===== config.mk =====
export PLATFORM = sky130hd
export DESIGN_NAME = csi2_packet_parser_flat
export DESIGN_NICKNAME = d
export VERILOG_FILES = /design/src/rtl/csi2_packet_parser_if.sv /design/src/rtl/csi2_packet_parser.sv /design/src/flat_wrapper.sv
export SDC_FILE = /design/constraint.sdc
export NUM_CORES = 1
export LEC_CHECK = 0
export ABC_CLOCK_PERIOD_IN_PS = 2080
export BUFFER_PORTS_ARGS = -buffer_cell sky130_fd_sc_hd__buf_4
export CORE_UTILIZATION = 40
export DETAILED_ROUTE_END_ITERATION = 8
export PLACE_DENSITY_LB_ADDON = 0.1
export SETUP_SLACK_MARGIN = 0.3
export SKIP_LAST_GASP = 1
export SLEW_MARGIN = 20
export SYNTH_ARGS = -nofsm -noshare
export SYNTH_HDL_FRONTEND = slang
export SYNTH_SLANG_ARGS = --single-unit

===== constraint.sdc =====
create_clock -name clk_i -period 2.08 [get_ports clk_i]
set_input_delay 0.312 -clock clk_i [delete_from_list [all_inputs] [get_ports clk_i]]
set_output_delay 0.312 -clock clk_i [all_outputs]
set_load 0.01 [all_outputs]

===== src/rtl/csi2_packet_parser_if.sv =====
// Lane-merged input stream and forwarded payload bus of the CSI-2 packet parser.
interface csi2_packet_parser_if;
  logic [31:0] data_i;
  logic        data_valid_i;
  logic [31:0] payload_o;
  logic [3:0]  payload_strb_o;
  logic        payload_valid_o;
  logic        payload_last_o;

  modport master (
    output data_i, data_valid_i,
    input  payload_o, payload_strb_o, payload_valid_o, payload_last_o
  );

  modport slave (
    input  data_i, data_valid_i,
    output payload_o, payload_strb_o, payload_valid_o, payload_last_o
  );
endinterface


===== src/rtl/csi2_packet_parser.sv =====
// CSI-2 packet parser: short-packet sync decode, VC/DT filtering, payload forwarding.
// Optional header ECC check enabled by defining CSI2_ECC_CHECK_EN.
module csi2_packet_parser #(
  parameter logic [1:0] VC_SEL = 2'd0,
  parameter logic [5:0] DT_SEL = 6'h2B
) (
  input  logic                        clk_i,
  input  logic                        reset_n_i,
  csi2_packet_parser_if.slave         bus,
  output logic                        frame_start_o,
  output logic                        frame_end_o,
  output logic                        line_start_o,
  output logic                        line_end_o,
  output logic                        fsync_o,
  output logic                        lsync_o,
  output logic [15:0]                 line_count_o,
  output logic                        ecc_err_o,
  output logic                        trunc_err_o,
  output logic                        pkt_drop_o
);

  typedef enum logic [1:0] {IDLE, PAYLOAD, DRAIN} state_t;

  state_t      state_q;
  logic [15:0] rem_q;
  logic [15:0] line_cnt_q;
  logic        fs_q, fe_q, ls_q, le_q, fsync_q, lsync_q;
  logic        ecc_err_q, trunc_q, drop_q;
  logic [31:0] pay_q;
  logic [3:0]  strb_q;
  logic        pvalid_q, plast_q;

  logic [1:0]  hdr_vc;
  logic [5:0]  hdr_dt;
  logic [15:0] hdr_wc;
  logic        hdr_ok;
  logic [3:0]  strb_d;
  logic        last_d;
  logic [15:0] rem_d;

  assign hdr_vc = bus.data_i[7:6];
  assign hdr_dt = bus.data_i[5:0];
  assign hdr_wc = {bus.data_i[23:16], bus.data_i[15:8]};

`ifdef CSI2_ECC_CHECK_EN
  function automatic logic [5:0] ecc6(input logic [23:0] d);
    ecc6[0] = ^(d & 24'hF12CB7);
    ecc6[1] = ^(d & 24'hF2555B);
    ecc6[2] = ^(d & 24'h749A6D);
    ecc6[3] = ^(d & 24'hB8E38E);
    ecc6[4] = ^(d & 24'hDF03F0);
    ecc6[5] = ^(d & 24'hEFFC00);
  endfunction

  assign hdr_ok = (bus.data_i[31:24] == {2'b00, ecc6(bus.data_i[23:0])});
`else
  logic unused_ecc_byte;
  assign unused_ecc_byte = ^bus.data_i[31:24];
  assign hdr_ok = 1'b1;
`endif

  always_comb begin
    last_d = (rem_q <= 16'd4);
    rem_d  = last_d ? '0 : rem_q - 16'd4;
    strb_d = 4'hF;
    if (last_d) begin
      case (rem_q[2:0])
        3'd4:    strb_d = 4'hF;
        3'd3:    strb_d = 4'h7;
        3'd2:    strb_d = 4'h3;
        3'd1:    strb_d = 4'h1;
        default: strb_d = 4'h0;
      endcase
    end
  end

  always_ff @(posedge clk_i or negedge reset_n_i) begin
    if (!reset_n_i) begin
      state_q    <= IDLE;
      rem_q      <= '0;
      line_cnt_q <= '0;
      fs_q       <= 1'b0;
      fe_q       <= 1'b0;
      ls_q       <= 1'b0;
      le_q       <= 1'b0;
      fsync_q    <= 1'b0;
      lsync_q    <= 1'b0;
      ecc_err_q  <= 1'b0;
      trunc_q    <= 1'b0;
      drop_q     <= 1'b0;
      pay_q      <= '0;
      strb_q     <= '0;
      pvalid_q   <= 1'b0;
      plast_q    <= 1'b0;
    end else begin
      fs_q      <= 1'b0;
      fe_q      <= 1'b0;
      ls_q      <= 1'b0;
      le_q      <= 1'b0;
      ecc_err_q <= 1'b0;
      trunc_q   <= 1'b0;
      drop_q    <= 1'b0;
      pay_q     <= '0;
      strb_q    <= '0;
      pvalid_q  <= 1'b0;
      plast_q   <= 1'b0;
      unique case (state_q)
        IDLE: begin
          if (bus.data_valid_i) begin
            state_q <= DRAIN;
            if (!hdr_ok) begin
              ecc_err_q <= 1'b1;
            end else if (hdr_vc != VC_SEL) begin
              state_q <= DRAIN;
            end else if (hdr_dt == DT_SEL) begin
              line_cnt_q <= line_cnt_q + 16'd1;
              if (hdr_wc != '0) begin
                rem_q   <= hdr_wc;
                lsync_q <= 1'b1;
                state_q <= PAYLOAD;
              end
            end else begin
              case (hdr_dt)
                6'h00: begin
                  fs_q       <= 1'b1;
                  fsync_q    <= 1'b1;
                  line_cnt_q <= '0;
                end
                6'h01: begin
                  fe_q    <= 1'b1;
                  fsync_q <= 1'b0;
                end
                6'h02:   ls_q <= 1'b1;
                6'h03:   le_q <= 1'b1;
                default: drop_q <= (hdr_dt >= 6'h10);
              endcase
            end
          end
        end
        PAYLOAD: begin
          if (bus.data_valid_i) begin
            pvalid_q <= 1'b1;
            pay_q    <= bus.data_i;
            strb_q   <= strb_d;
            plast_q  <= last_d;
            rem_q    <= rem_d;
            if (last_d) begin
              lsync_q <= 1'b0;
              state_q <= DRAIN;
            end
          end else begin
            // burst ended with payload still owed: abort without a last beat
            trunc_q <= 1'b1;
            lsync_q <= 1'b0;
            rem_q   <= '0;
            state_q <= IDLE;
          end
        end
        DRAIN: begin
          if (!bus.data_valid_i) state_q <= IDLE;
        end
        default: state_q <= IDLE;
      endcase
    end
  end

  assign bus.payload_o       = pay_q;
  assign bus.payload_strb_o  = strb_q;
  assign bus.payload_valid_o = pvalid_q;
  assign bus.payload_last_o  = plast_q;
  assign frame_start_o       = fs_q;
  assign frame_end_o         = fe_q;
  assign line_start_o        = ls_q;
  assign line_end_o          = le_q;
  assign fsync_o             = fsync_q;
  assign lsync_o             = lsync_q;
  assign line_count_o        = line_cnt_q;
  assign ecc_err_o           = ecc_err_q;
  assign trunc_err_o         = trunc_q;
  assign pkt_drop_o          = drop_q;

endmodule


===== src/flat_wrapper.sv =====
// flat-port wrapper written by rule: the top's interface ports become plain ports
module csi2_packet_parser_flat 
#(
  parameter logic [1:0] VC_SEL = 2'd0,
  parameter logic [5:0] DT_SEL = 6'h2B
)
  (clk_i, reset_n_i, frame_start_o, frame_end_o, line_start_o, line_end_o, fsync_o, lsync_o, line_count_o, ecc_err_o, trunc_err_o, pkt_drop_o, bus_data_i, bus_data_valid_i, bus_payload_o, bus_payload_strb_o, bus_payload_valid_o, bus_payload_last_o);
  csi2_packet_parser_if bus_i ();
  input  logic clk_i;
  input  logic reset_n_i;
  output logic frame_start_o;
  output logic frame_end_o;
  output logic line_start_o;
  output logic line_end_o;
  output logic fsync_o;
  output logic lsync_o;
  output logic [15:0] line_count_o;
  output logic ecc_err_o;
  output logic trunc_err_o;
  output logic pkt_drop_o;
  input wire logic [$bits(bus_i.data_i)-1:0] bus_data_i;
  input wire logic [$bits(bus_i.data_valid_i)-1:0] bus_data_valid_i;
  output wire logic [$bits(bus_i.payload_o)-1:0] bus_payload_o;
  output wire logic [$bits(bus_i.payload_strb_o)-1:0] bus_payload_strb_o;
  output wire logic [$bits(bus_i.payload_valid_o)-1:0] bus_payload_valid_o;
  output wire logic [$bits(bus_i.payload_last_o)-1:0] bus_payload_last_o;
  assign bus_i.data_i = bus_data_i;
  assign bus_i.data_valid_i = bus_data_valid_i;
  assign bus_payload_o = bus_i.payload_o;
  assign bus_payload_strb_o = bus_i.payload_strb_o;
  assign bus_payload_valid_o = bus_i.payload_valid_o;
  assign bus_payload_last_o = bus_i.payload_last_o;
  csi2_packet_parser #(.VC_SEL(VC_SEL), .DT_SEL(DT_SEL)) u_core (.clk_i(clk_i), .reset_n_i(reset_n_i), .bus(bus_i), .frame_start_o(frame_start_o), .frame_end_o(frame_end_o), .line_start_o(line_start_o), .line_end_o(line_end_o), .fsync_o(fsync_o), .lsync_o(lsync_o), .line_count_o(line_count_o), .ecc_err_o(ecc_err_o), .trunc_err_o(trunc_err_o), .pkt_drop_o(pkt_drop_o));
endmodule

## Word level (Yosys, flattened, before mapping)

Index checks and enable logic that the tools add are counted.

| operators by class | value |
|---|---|
| order comparisons | 2 |
| $add $sub $neg | 2 |
| reduce and logical (&&, ||, !) cells | 13 |
| bitwise operators | 2 |
| eq/ne operators | 16 |
| $mul | 0 |
| div/mod/pow operators | 0 |
| shifts and indexed selects | 0 |
| mux-type cells | 62 |

Operators with widths:

| operator | count |
|---|---|
| 2-to-1 mux 16 bit | 8 |
| 2-to-1 mux 32 bit | 2 |
| 2-to-1 mux 1 bit | 37 |
| case mux 16 bit (2 select lines) | 1 |
| adder 16 x 1 -> 16 bit (second input constant) | 1 |
| <= comparator 16 x 3 -> 1 bit (second input constant) | 1 |
| case mux 4 bit (4 select lines) | 1 |
| nonzero test 16 bit | 1 |
| subtractor 16 x 3 -> 16 bit (second input constant) | 1 |
| 2-to-1 mux 2 bit | 7 |
| == test 6 x 2 -> 1 bit (second input constant) | 2 |
| 2-to-1 mux 4 bit | 3 |
| AND reduction 5 bit | 2 |
| nonzero test 2 bit | 4 |
| == test 3 x 2 -> 1 bit (second input constant) | 2 |
| == test 6 x 1 -> 1 bit (second input constant) | 1 |
| == test 6 bit (second input constant) | 1 |
| >= comparator 6 x 5 -> 1 bit (second input constant) | 1 |
| logical NOT 6 bit | 1 |
| != test 2 bit (second input constant) | 3 |
| case mux 2 bit (3 select lines) | 1 |
| AND reduction 6 bit | 1 |
| != test 2 x 1 -> 1 bit (second input constant) | 2 |
| case mux 1 bit (2 select lines) | 2 |
| 10 further kinds | 11 |

| word-level totals | value |
|---|---|
| word-level logic and storage cells | 112 |
| latch bits | 0 |
| memories kept | 0 |
| register bits after elaboration | 80 |
| memory bits (read-only) | 0 |
| bits of input ports | 35 |
| RAM bits | 0 |

## Depth between registers and ports, before layout

Gate-level depths: netlist of the first run.

| logic depth | value |
|---|---|
| depth after elaboration | 7 |
| gate-level depth with buffers | 8 |
| gate-level depth less buffers | 7 |

## Least setup slack after synthesis of the first run

OpenSTA, ideal clock, no wires.

| path | value |
|---|---|
| path type | register to register |
| start point | register u_core.rem_q[2] |
| end point | register u_core.rem_q[12] |
| setup slack | 0.136 ns |
| cell stages (with the launch flop) | 8 |
| arrival time | 1.812 ns |
| data required time | 1.947 ns |
| path buffers | 0 |
| library setup time | 0.133 ns |
| path through | dfrtp_1 > inv_1 > ha_1 > or3b_2 > nor2_1 > a211oi_1 > o21ai_0 > o21ai_0 |

| between the ends | value |
|---|---|
| word-level cells in the longest chain between the ends | 4 |
| elaborated cells between the ends (all ways) | 5 |
| those cells by class | add/sub (1); order compare (1); mux (3) |

RTL lines:

| element | RTL line | source |
|---|---|---|
| from (decl) | csi2_packet_parser.sv:25 | `logic [15:0] rem_q;` |
| from (signal assigned) | csi2_packet_parser.sv:118 | `rem_q <= hdr_wc;` |
| from (signal assigned) | csi2_packet_parser.sv:146 | `rem_q <= rem_d;` |
| subtractor 16 x 3 -> 16 bit or <= comparator 16 x 3 -> 1 bit (tied branches) | csi2_packet_parser.sv:64, csi2_packet_parser.sv:63 |  |
| 2-to-1 mux 16 bit (*) | csi2_packet_parser.sv:64 | `rem_d = last_d ? '0 : rem_q - 16'd4;` |
| 2-to-1 mux 16 bit (*) | csi2_packet_parser.sv:141 | `if (bus.data_valid_i) begin` |
| case mux 16 bit (2 select lines) (*) | csi2_packet_parser.sv:107 | `unique case (state_q)` |

Mark *: on every way between the ends. The rest lies on a longest branch, timed or not.
A chain may end at the register's enable or synchronous reset.

## Worst setup path in the final report of the first run

| path | value |
|---|---|
| start point | register u_core.rem_q[2] |
| end point | register u_core.rem_q[8] |

The elaborated chain is that of the path after synthesis.

==> results of run 1 <==
[routing by layer]
metal | wire (um) | vias to the layer above
met2 | 4559 | 107
met5 | 0 | -
met3 | 558 | 19
met1 | 4797 | 1519
li1 | - | 1520
met4 | 230 | 0
[flip-flops by register name, summed over array words and instances, names as in the netlist]
name / cells
u_core.line_end_o: 1
u_core.line_count_o: 16
u_core.bus.payload_o: 32
u_core.bus.payload_last_o: 1
u_core.frame_end_o: 1
u_core.line_start_o: 1
u_core.trunc_err_o: 1
u_core.lsync_o: 1
u_core.rem_q: 16
u_core.state_q: 2
u_core.bus.payload_strb_o: 4
u_core.frame_start_o: 1
u_core.fsync_o: 1
u_core.pkt_drop_o: 1
u_core.bus.payload_valid_o: 1
[worst paths after layout]
path	startpoint	endpoint	slack, ns
min reg2reg	u_core.fsync_o	u_core.fsync_o	0.53
max	u_core.rem_q[2]	u_core.rem_q[8]	0.11
min in group asynchronous	reset_n_i	u_core.line_count_o[14]	0.46
max in group asynchronous	reset_n_i	u_core.bus.payload_strb_o[3]	1.00
max reg2reg	u_core.rem_q[2]	u_core.rem_q[8]	0.11
min	bus_data_i[0]	u_core.line_start_o	0.18
[synthesized netlist by cell type (3+ instances only)]
| library cell | n | share of area (%) |
|---|---|---|
| buf_6 | 5 | 1.5 |
| ha_1 | 3 | 0.99 |
| and4_1 | 3 | 0.70 |
| and2_1 | 4 | 0.66 |
| dfrtp_1 | 80 | 53 |
| nor2_1 | 24 | 2.4 |
| inv_1 | 8 | 0.79 |
| and3_1 | 33 | 5.5 |
| nand3_1 | 9 | 1.2 |
| mux2i_1 | 3 | 0.79 |
| clkbuf_1 | 6 | 0.60 |
| a22o_1 | 3 | 0.70 |
| o21a_1 | 4 | 0.79 |
| a21oi_1 | 11 | 1.5 |
| nor4_1 | 8 | 1.3 |
| o21ai_0 | 19 | 2.5 |
| xnor2_1 | 10 | 2.3 |
| buf_4 | 3 | 0.60 |
| nand4_1 | 5 | 0.83 |
| nand2_1 | 22 | 2.2 |
| or3_1 | 6 | 0.99 |
| nor3_1 | 14 | 1.9 |
[logic make-up (layout without fill, tap and decap cells)]
logic type | after synthesis | in the layout | synth area share, %
other cells | 1 | 1 | 0.09924
buf+inv | 25 | 154 | 4.205
fa+ha+maj | 3 | 3 | 0.9935
xor+xnor | 10 | 10 | 2.318
flops | 80 | 80 | 52.98
mux | 3 | 3 | 0.7947
compound gates | 69 | 69 | 13.64
simple gates | 153 | 153 | 24.97
[report_power, final]
group	switching, mW	internal [mW]
sequential	0.0287	1.57
combinational	0.137	0.114
clock	0.627	0.456
[final cells by class]
class                   instances  area, um2  area share, %
repair buffers                129       1030          19.96
clock buffers                   9      123.9          2.401
well taps                     111      138.9          2.692
multi-input cells             239       1759          34.10
clock inverters                 7      61.31          1.188
inverters                       9      41.29         0.8004
flip-flops and latches         80       2004          38.86
[worst max-delay path, stage by stage, from the launching register on]
cell and delay (ns):
dfrtp_2 0.44, buf_4 0.15, inv_4 0.06, ha_4 0.15, or3b_4 0.43, or4_4 0.49
o221ai_2 0.17
[timing repair]
action | in CTS | in global routing
hold buffers | 1 | 0
buffers inserted | 8 | 7
cloned | 0 | 0
setup endpoints to repair | 32 | 26
pin swaps | 5 | 16
gates resized for setup | 15 | 22
hold endpoints to repair | 34 | 0
==> metrics.yaml, run 1 <==
grt:
  grt_pass1_wl_um: 16070
  overflow: 0
  use_met1_pct: 30.76
  antenna_found_initial: 0
  busiest_layer: "met2"
  grt_max_degree: 47
  grt_usage_pct: 21.16
  gr-usage-met2_pct: 30.98
  first_global_vias: 3080
  grt.met3_usage_pct: 4.006
placement:
  dp_hpwl_um: 7023
  gp_congestion: 0.8806
  place_area_um2: 4678
  place_ws_ns: 0.02599
  portBuffers: 96
  dp.cells: 552
routing:
  drt-initial-drc-count: 112
  dr_total_vias: 3165
  wl_um: 10150
  ant_nets: 0
  post_drt_wl_per_cell_um: 17.37
  via_per_inst: 5.420
  first_pass_iters: 5
  route.detailed.drc: 0
timing:
  relSlewSlack_pct: 62.16
  fin_crit_sh_pct: 94.95
  fin_ws_ns: 0.1051
  finalSetupViolations: 0
  holdWs_ns: 0.1760
  max_freq_ghz: 0.5064
  hold_viol: 0
  grt_setup_unrepaired: "true"
  maxSlewViolCount: 0
  worstMarginPinSlew_ns: 0.5634
  clock_skew_ns: 0.01495
  fin_crit_ns: 1.975
  fin_setup_tns_ns: 0
hold_path:
  hold_path.class: "primary input to flip-flop"
  worst_hold_path.num_cells: 2
floorplan:
  fp-row-count: 35
  die_area_um2: 9840
  io_pins: 98
  core_area_um2: 9196
  die_h_um: 99.20
  initial_utilization_pct: 41.09
  die_x_um: 99.20
critical_path:
  cp-end-kind: "flip-flop"
  cp.required_ns: 2.35
  critical_path.startpoint_type: "flip-flop"
  worstPathArrival_ns: 2.25
  crit_type: "flip-flop to flip-flop"
  reg2regPathDepth: 6
  crit_fanout: 5
final_layout:
  nFillCells: 814
  syn_to_final_growth_pct: 36.52
  design_area_um2: 5159
  final_cell_mix: "118 x buf_4, 78 x dfrtp_1, 32 x and3_1"
  drive_above_1_share_pct: 41.23
  final_common_cell: "buf_4"
  instances_no_fill: 584
  diodes: 0
  fin_nets: 506
  final_core_util_pct: 56.10
clocking:
  clkLatencyLatePin_ns: 0.36
  cts-root-buf: "clkbuf_8"
  clock_sinks: 80
  cts_buffer_depth: 2
  cts_made_buffers: 9
  htree_num_levels: 3
  cts_tree: "built"
  path_clk_slew_ns: 0.09
synth:
  synth_edf_count: 0
  syn_inst: 344
  syn_avg_cell_area_um2: 10.98
  syn_area_um2: 3779
  synth_flop_cell: "dfrtp_1"
  ys_seq_area_share_pct: 52.98
  synth_seq_cells: 80
  yosysWarningCount: 0
  async_flop_share_pct: 100.0
  synth_nets: 382
  synth_cell_types: 71
outcome:
  status: "complete, no violations"
power:
  p_total_mw: 2.935
  max-vdd-ir-drop_uv: 262.7
  power.density_nw_per_um2: 569.0
  p_leak_nw: 2.503
job:
  cap_violations: 0
Note: power is estimated with default switching activity, not from simulation.
==> inputs of run 2 (changes only) <==
Settings changed: PLACE_DENSITY from default to 0.65, PLACE_DENSITY_LB_ADDON 0.1 to default.
==> metrics.yaml, run 2 (synthesis results as in run 1) <==
grt:
  grt_max_degree: 42  # -11%
  first_global_vias: 2924  # -5.1%
  overflow: 0  # unchanged
  grt_pass1_wl_um: 15210  # -5.4%
  grt_usage_pct: 20.28  # -0.88 points
  antenna_found_initial: 0  # unchanged
hold_path:
  hold_path_end: "u_core.line_start_o"
  worst_hold_path.num_cells: 2  # unchanged
  min_from: "bus_data_i[0]"
  hold_path.class: "primary input to flip-flop"
clocking:
  clock_sinks: 80  # unchanged
  htree_num_levels: 3  # unchanged
  cts_buffer_depth: 2  # unchanged
  cts-root-buf: "clkbuf_8"
  cts_tree: "built"
  clkLatencyLatePin_ns: 0.36  # about the same
  path_clk_slew_ns: 0.09  # about the same
  cts_made_buffers: 9  # unchanged
final_layout:
  diodes: 0  # unchanged
  largest_reg_flops: 32  # unchanged
  final_core_util_pct: 55.05  # -1.0 points
  final_common_cell: "buf_4"
  drive_above_1_share_pct: 40.04  # -1.2 points
  final_cell_mix: "119 x buf_4, 77 x dfrtp_1, 32 x and3_1"
  syn_to_final_growth_pct: 33.97
  fin_nets: 500  # -1.2%
floorplan:
  initial_utilization_pct: 41.09  # unchanged
  die_area_um2: 9840  # unchanged
  io_pins: 98  # unchanged
  die_x_um: 99.20  # unchanged
  core_area_um2: 9196  # unchanged
  die_h_um: 99.20  # unchanged
  fp-row-count: 35  # unchanged
critical_path:
  worstPathArrival_ns: 2.16  # -0.09 ns
  reg2reg_from: "u_core.rem_q[8]"
  crit_fanout: 6  # +1
  reg2regPathDepth: 5  # -1
  r2r_end: "u_core.rem_q[7]"
  cp-end-kind: "flip-flop"
  crit_type: "flip-flop to flip-flop"
  r2r_slack_ns: 0.18  # +0.07 ns
  critical_path.startpoint_type: "flip-flop"
  cp.required_ns: 2.34  # about the same
power:
  p_total_mw: 2.898  # -1.3%
  p_leak_nw: 2.452  # -2.0%
  power_frac_clock_pct: 36.6  # -0.3 points
  p_int_mw: 2.123  # -0.91%
  power_frac_seq_pct: 55.3  # +0.7 points
  switching_share_pct: 26.72  # -0.28 points
  power.density_nw_per_um2: 572.4  # +0.60%
  max-vdd-ir-drop_uv: 274.0  # +4.3%
  combPwrFrac_pct: 8.2  # -0.3 points
  p_switching_uw: 774.2  # -2.3%
timing:
  relSlewSlack_pct: 58.83  # -3.3 points
  max_freq_ghz: 0.5252  # +3.7%
  holdWs_ns: 0.1745  # -0.001478 ns
  fin_crit_sh_pct: 91.55  # -3.4 points
  fin_setup_tns_ns: 0  # unchanged
  maxSlewViolCount: 0  # unchanged
  fin_crit_ns: 1.904  # -0.07071 ns
  finalSetupViolations: 0  # unchanged
  grt_setup_unrepaired: "true"
  worstMarginPinSlew_ns: 0.6119  # +0.04853 ns
  clock_skew_ns: 0.01190  # -0.003055 ns
  hold_viol: 0  # unchanged
routing:
  dr_total_vias: 3160  # -0.16%
  via_per_inst: 5.467  # +0.88%
  route.detailed.drc: 0  # unchanged
  post_drt_wl_per_cell_um: 16.83  # -3.1%
  ant_nets: 0  # unchanged
  wl_um: 9727  # -4.1%
  drt-initial-drc-count: 177  # +58%
  first_pass_iters: 5  # unchanged
placement:
  dp_hpwl_um: 6933  # -1.3%
  gp_congestion: 0.9022  # +2.5%
  portBuffers: 96  # unchanged
outcome:
  status: "complete, no violations"
job:
  cap_violations: 0  # unchanged
==> run 2: cell type report <==
cell class | count | area, um2
timing repair buffer | 123 | 945.9
clock inverter | 7 | 55.05
tap | 111 | 138.9
inverter | 9 | 41.29
sequential | 80 | 2006
multi-input combinational | 239 | 1752
clock buffer | 9 | 123.9
fill | 806 | 4134
==> run 2: what timing repair did <==
| item | in CTS | in global routing |
|---|---|---|
| hold endpoints to repair | 40 | 0 |
| endpoints found under the setup margin | 22 | 32 |
| setup buffers | 6 | 2 |
| hold buffers | 1 | 0 |
| resized for setup | 10 | 19 |
| pin swaps | 4 | 5 |
==> run 2: worst max-delay path, stage by stage, from the launching register on <==
cell and delay, ns:
dfrtp_1 0.45, or4_4 0.61, o21ai_2 0.26, buf_4 0.19, o21ai_2 0.07, a22o_2 0.23
==> run 2: how the worst max path moves through the flow <==
stage                          from               end  slack (ns)  cells after the start
global route        u_core.rem_q[2]   u_core.rem_q[8]        0.08                      6
floorplan           u_core.rem_q[3]   u_core.rem_q[8]        0.23                      7
finish              u_core.rem_q[8]   u_core.rem_q[7]        0.18                      5
CTS                 u_core.rem_q[8]  u_core.rem_q[11]        0.22                      5
detailed placement   bus_data_i[19]  u_core.rem_q[10]        0.11                      6
global placement     bus_data_i[19]   u_core.rem_q[4]        0.08                      7
==> run 2: stage by stage <==
stage	worst slack, ns	cells	area (um2)
2_1_floorplan	0.2323	344	3799
4_1_cts	0.2156	576	4957
6_report	0.1758	578	5062
3_3_place_gp	0.07947	553	4686
5_1_grt	0.07665	578	5062
3_5_place_dp	0.1088	553	4686
==> run 2: routing by layer <==
layer | track usage (%) | wire length (um)
met5 | 0 | 0
met4 | 6.561 | 191
met3 | 4.849 | 617
met2 | 30.23 | 4426
met1 | 29.24 | 4492
==> run 2: power by group through the flow <==
stage	sequential (mW)	combinational, mW	clock, mW
after floorplan	1.62	0.0861	0
after global placement	1.63	0.215	0
after detailed placement	1.63	0.216	0
after CTS	1.60	0.232	1.09
after global routing	1.61	0.261	1.16
final	1.60	0.236	1.06
==> inputs of run 3 (changes only) <==
Settings changed: ABC_AREA from default to 1, PLACE_DENSITY 0.65 to 0.64.
==> metrics.yaml, run 3 <==
timing:
  max_freq_ghz: 0.5994  # +14%
  holdWs_ns: 0.1830  # +0.008435 ns
  fin_crit_ns: 1.668  # -0.2358 ns
  fin_setup_tns_ns: 0  # unchanged
  hold_viol: 0  # unchanged
  maxSlewViolCount: 0  # unchanged
  fin_ws_ns: 0.4116  # +0.2358 ns
  relSlewSlack_pct: 59.53  # +0.70 points
  worstMarginPinSlew_ns: 0.6064  # -0.005534 ns
  fin_crit_sh_pct: 80.21  # -11 points
  clock_skew_ns: 0.01625  # +0.004352 ns
  grt_setup_unrepaired: "false"
  finalSetupViolations: 0  # unchanged
placement:
  place_ws_ns: 0.2573  # +0.1485 ns
  dp_hpwl_um: 7183  # +3.6%
  gp_congestion: 0.8846  # -2.0%
  portBuffers: 96  # unchanged
  dp.cells: 719  # +30%
critical_path:
  r2r_end: "u_core.rem_q[6]"
  crit_type: "flip-flop to flip-flop"
  cp_top_family: "flip-flops"
  crit_slowest_cell: "dfrtp_1"
  crit_fanout: 7  # +1
  worstPathArrival_ns: 1.91  # -0.25 ns
  cpMostUsedCell: "nand2_1"
  crit_chain: "inv_2 -> ha_2 -> inv_1 -> a21oi_1 -> nand2_2 -> nand2_4 -> buf_4 -> o21ai_0 -> nand2_1 -> nand2_1"
  max_stage_delay_ns: 0.43  # -0.18 ns
  reg2regPathDepth: 10  # +5
  cp.required_ns: 2.33  # about the same
  critical_path.startpoint_type: "flip-flop"
  crit_buf_inv: 3  # +2
  cp-end-kind: "flip-flop"
  reg2reg_from: "u_core.rem_q[2]"
  r2r_slack_ns: 0.41  # +0.24 ns
routing:
  post_drt_wl_per_cell_um: 13.36  # -21%
  ant_nets: 0  # unchanged
  route.detailed.drc: 0  # unchanged
  first_pass_iters: 5  # unchanged
  wl_um: 9875  # +1.5%
  via_per_inst: 4.786  # -12%
  drt-initial-drc-count: 180  # +1.7%
  dr_total_vias: 3537  # +12%
final_layout:
  syn_to_final_growth_pct: 28.54
  seq_area_um2: 2002  # -0.19%
  final_cell_mix: "171 x nand2_1, 104 x buf_4, 84 x nor2_1"
  final_common_cell: "nand2_1"
  largest_reg_flops: 32  # unchanged
  nFillCells: 945  # +17%
  diodes: 0  # unchanged
  multi_input_area_um2: 1735  # -0.93%
  fin_nets: 643  # +29%
  instances_no_fill: 739  # +28%
  drive_above_1_share_pct: 25.57  # -14 points
floorplan:
  die_x_um: 101.3  # +2.1%
  die_area_um2: 10250  # +4.2%
  io_pins: 98  # unchanged
  initial_utilization_pct: 42.06  # +0.97 points
  fp-row-count: 35  # unchanged
  die_h_um: 101.3  # +2.1%
  core_area_um2: 9371  # +1.9%
synth:
  synth_top_area_share_pct: 50.79  # -2.2 points
  netlist_top_cells_count: "172 x nand2_1, 86 x nor2_1, 80 x dfrtp_1, 34 x nand3_1, 30 x inv_1"
  async_flop_share_pct: 100.0  # unchanged
  synth_area_leaders: "dfrtp_1 51%, nand2_1 16%, nor2_1 8.2%, nand3_1 4.3%, inv_1 2.9%"
  syn_avg_cell_area_um2: 7.820  # -29%
  synth.largest_area_cell: "dfrtp_1"
  syn_inst: 504  # +47%
  yosysWarningCount: 0  # unchanged
  synth_edf_count: 0  # unchanged
  synth_seq_cells: 80  # unchanged
  synth_flop_cell: "dfrtp_1"
  synth_nets: 542  # +42%
  synth_most_common_cell: "nand2_1"
  synth_cell_types: 32  # -55%
  syn_area_um2: 3941  # +4.3%
  ys_seq_area_share_pct: 50.79  # -2.2 points
clocking:
  clock_sinks: 80  # unchanged
  cts_buffer_depth: 2  # unchanged
  htree_num_levels: 3  # unchanged
  path_clk_slew_ns: 0.09  # about the same
  clkLatencyLatePin_ns: 0.36  # about the same
  cts_tree: "built"
  cts-root-buf: "clkbuf_8"
  cts_made_buffers: 9  # unchanged
power:
  p_switching_mw: 1.706  # +120%
  power_frac_seq_pct: 42.1  # -13 points
  p_int_mw: 3.090  # +45%
  p_leak_nw: 2.653  # +8.2%
  power.density_nw_per_um2: 946.7  # +65%
  max-vdd-ir-drop_uv: 452.4  # +65%
  switching_share_pct: 35.58  # +8.9 points
  power_frac_clock_pct: 27.3  # -9.3 points
  combPwrFrac_pct: 30.6  # +22 points
job:
  cap_violations: 0  # unchanged
hold_path:
  hold_path_end: "u_core.bus.payload_o[31]"
  min_from: "bus_data_i[31]"
  hold_path.class: "primary input to flip-flop"
  worst_hold_path.num_cells: 3  # +1
grt:
  grt_max_degree: 67  # +60%
  grt_pass1_wl_um: 16200  # +6.5%
  antenna_found_initial: 0  # unchanged
  overflow: 0  # unchanged
  grt_usage_pct: 20.40  # +0.12 points
  first_global_vias: 3318  # +13%
outcome:
  status: "complete, no violations"
[run 3: worst register-to-register path: stages, from the launching register on]
cell     delay, ns
dfrtp_1       0.43
inv_2         0.11
ha_2          0.22
inv_1         0.05
a21oi_1       0.17
nand2_2       0.12
nand2_4       0.13
buf_4         0.14
o21ai_0       0.08
nand2_1       0.07
nand2_1       0.05
[run 3: worst max-delay path by stage]
stage,start,end,slack (ns),cells past startpoint
2_1_floorplan,u_core.rem_q[2],u_core.bus.payload_strb_o[2],0.51,7
3_3_place_gp,u_core.rem_q[2],u_core.rem_q[1],0.34,9
3_5_place_dp,u_core.rem_q[2],u_core.rem_q[0],0.26,9
4_1_cts,u_core.rem_q[2],u_core.bus.payload_strb_o[2],0.28,7
5_1_grt,u_core.rem_q[2],u_core.rem_q[14],0.27,11
6_report,u_core.rem_q[2],u_core.rem_q[6],0.41,10
[run 3: final cells by class]
class	instances	area share, %
Clock inverter	5	1.556
Inverter	33	2.494
Tap cell	129	3.186
Sequential cell	80	39.52
Multi-Input combinational cell	375	34.26
Clock buffer	11	2.988
Timing Repair Buffer	106	16.00
[run 3: power groups by stage]
stage	Clock, mW	Sequential [mW]	Combinational (mW)
floorplan	0	2.02	0.944
global route	1.40	2.05	1.68
CTS	1.35	2.01	1.43
global placement	0	2.04	1.39
finish	1.31	2.02	1.47
detailed placement	0	2.04	1.42
[run 3: metrics by stage]
stage                     util [%]  area (um2)  power, mW
final                        54.06        5066      4.796
after global routing         54.06        5066      5.133
after CTS                    53.66        5029      4.791
after detailed placement     51.04        4783      3.458
after global placement       51.04        4783      3.422
after floorplan                  -        3941      2.968
[run 3: kinds of logic (layout without fill, tap and decap cells)]
| family | Yosys count | after routing | share of synthesized area, % |
|---|---|---|---|
| fa+ha+maj | 3 | 3 | 0.9525 |
| compound gates | 32 | 32 | 5.302 |
| flops | 80 | 80 | 50.79 |
| other cells | 1 | 1 | 0.09515 |
| xor+xnor | 10 | 10 | 2.222 |
| simple gates | 329 | 329 | 34.95 |
| buf+inv | 49 | 155 | 5.683 |
[run 3: what timing repair did]
action,4_1_cts,5_1_grt
resized for setup,1,7
setup buffers,0,3
setup endpoints to repair,7,19
pin swaps,0,1
hold endpoints to repair,14,0
hold buffers,1,0
[run 3: layer usage]
metal	vias to the layer above	part of all wire (%)	track usage [%]
met2	113	46	31.97
met5	-	0	0
met3	8	6.0	5.590
met1	1638	47	27.53
met4	0	1.3	6.466
li1	1778	-	-
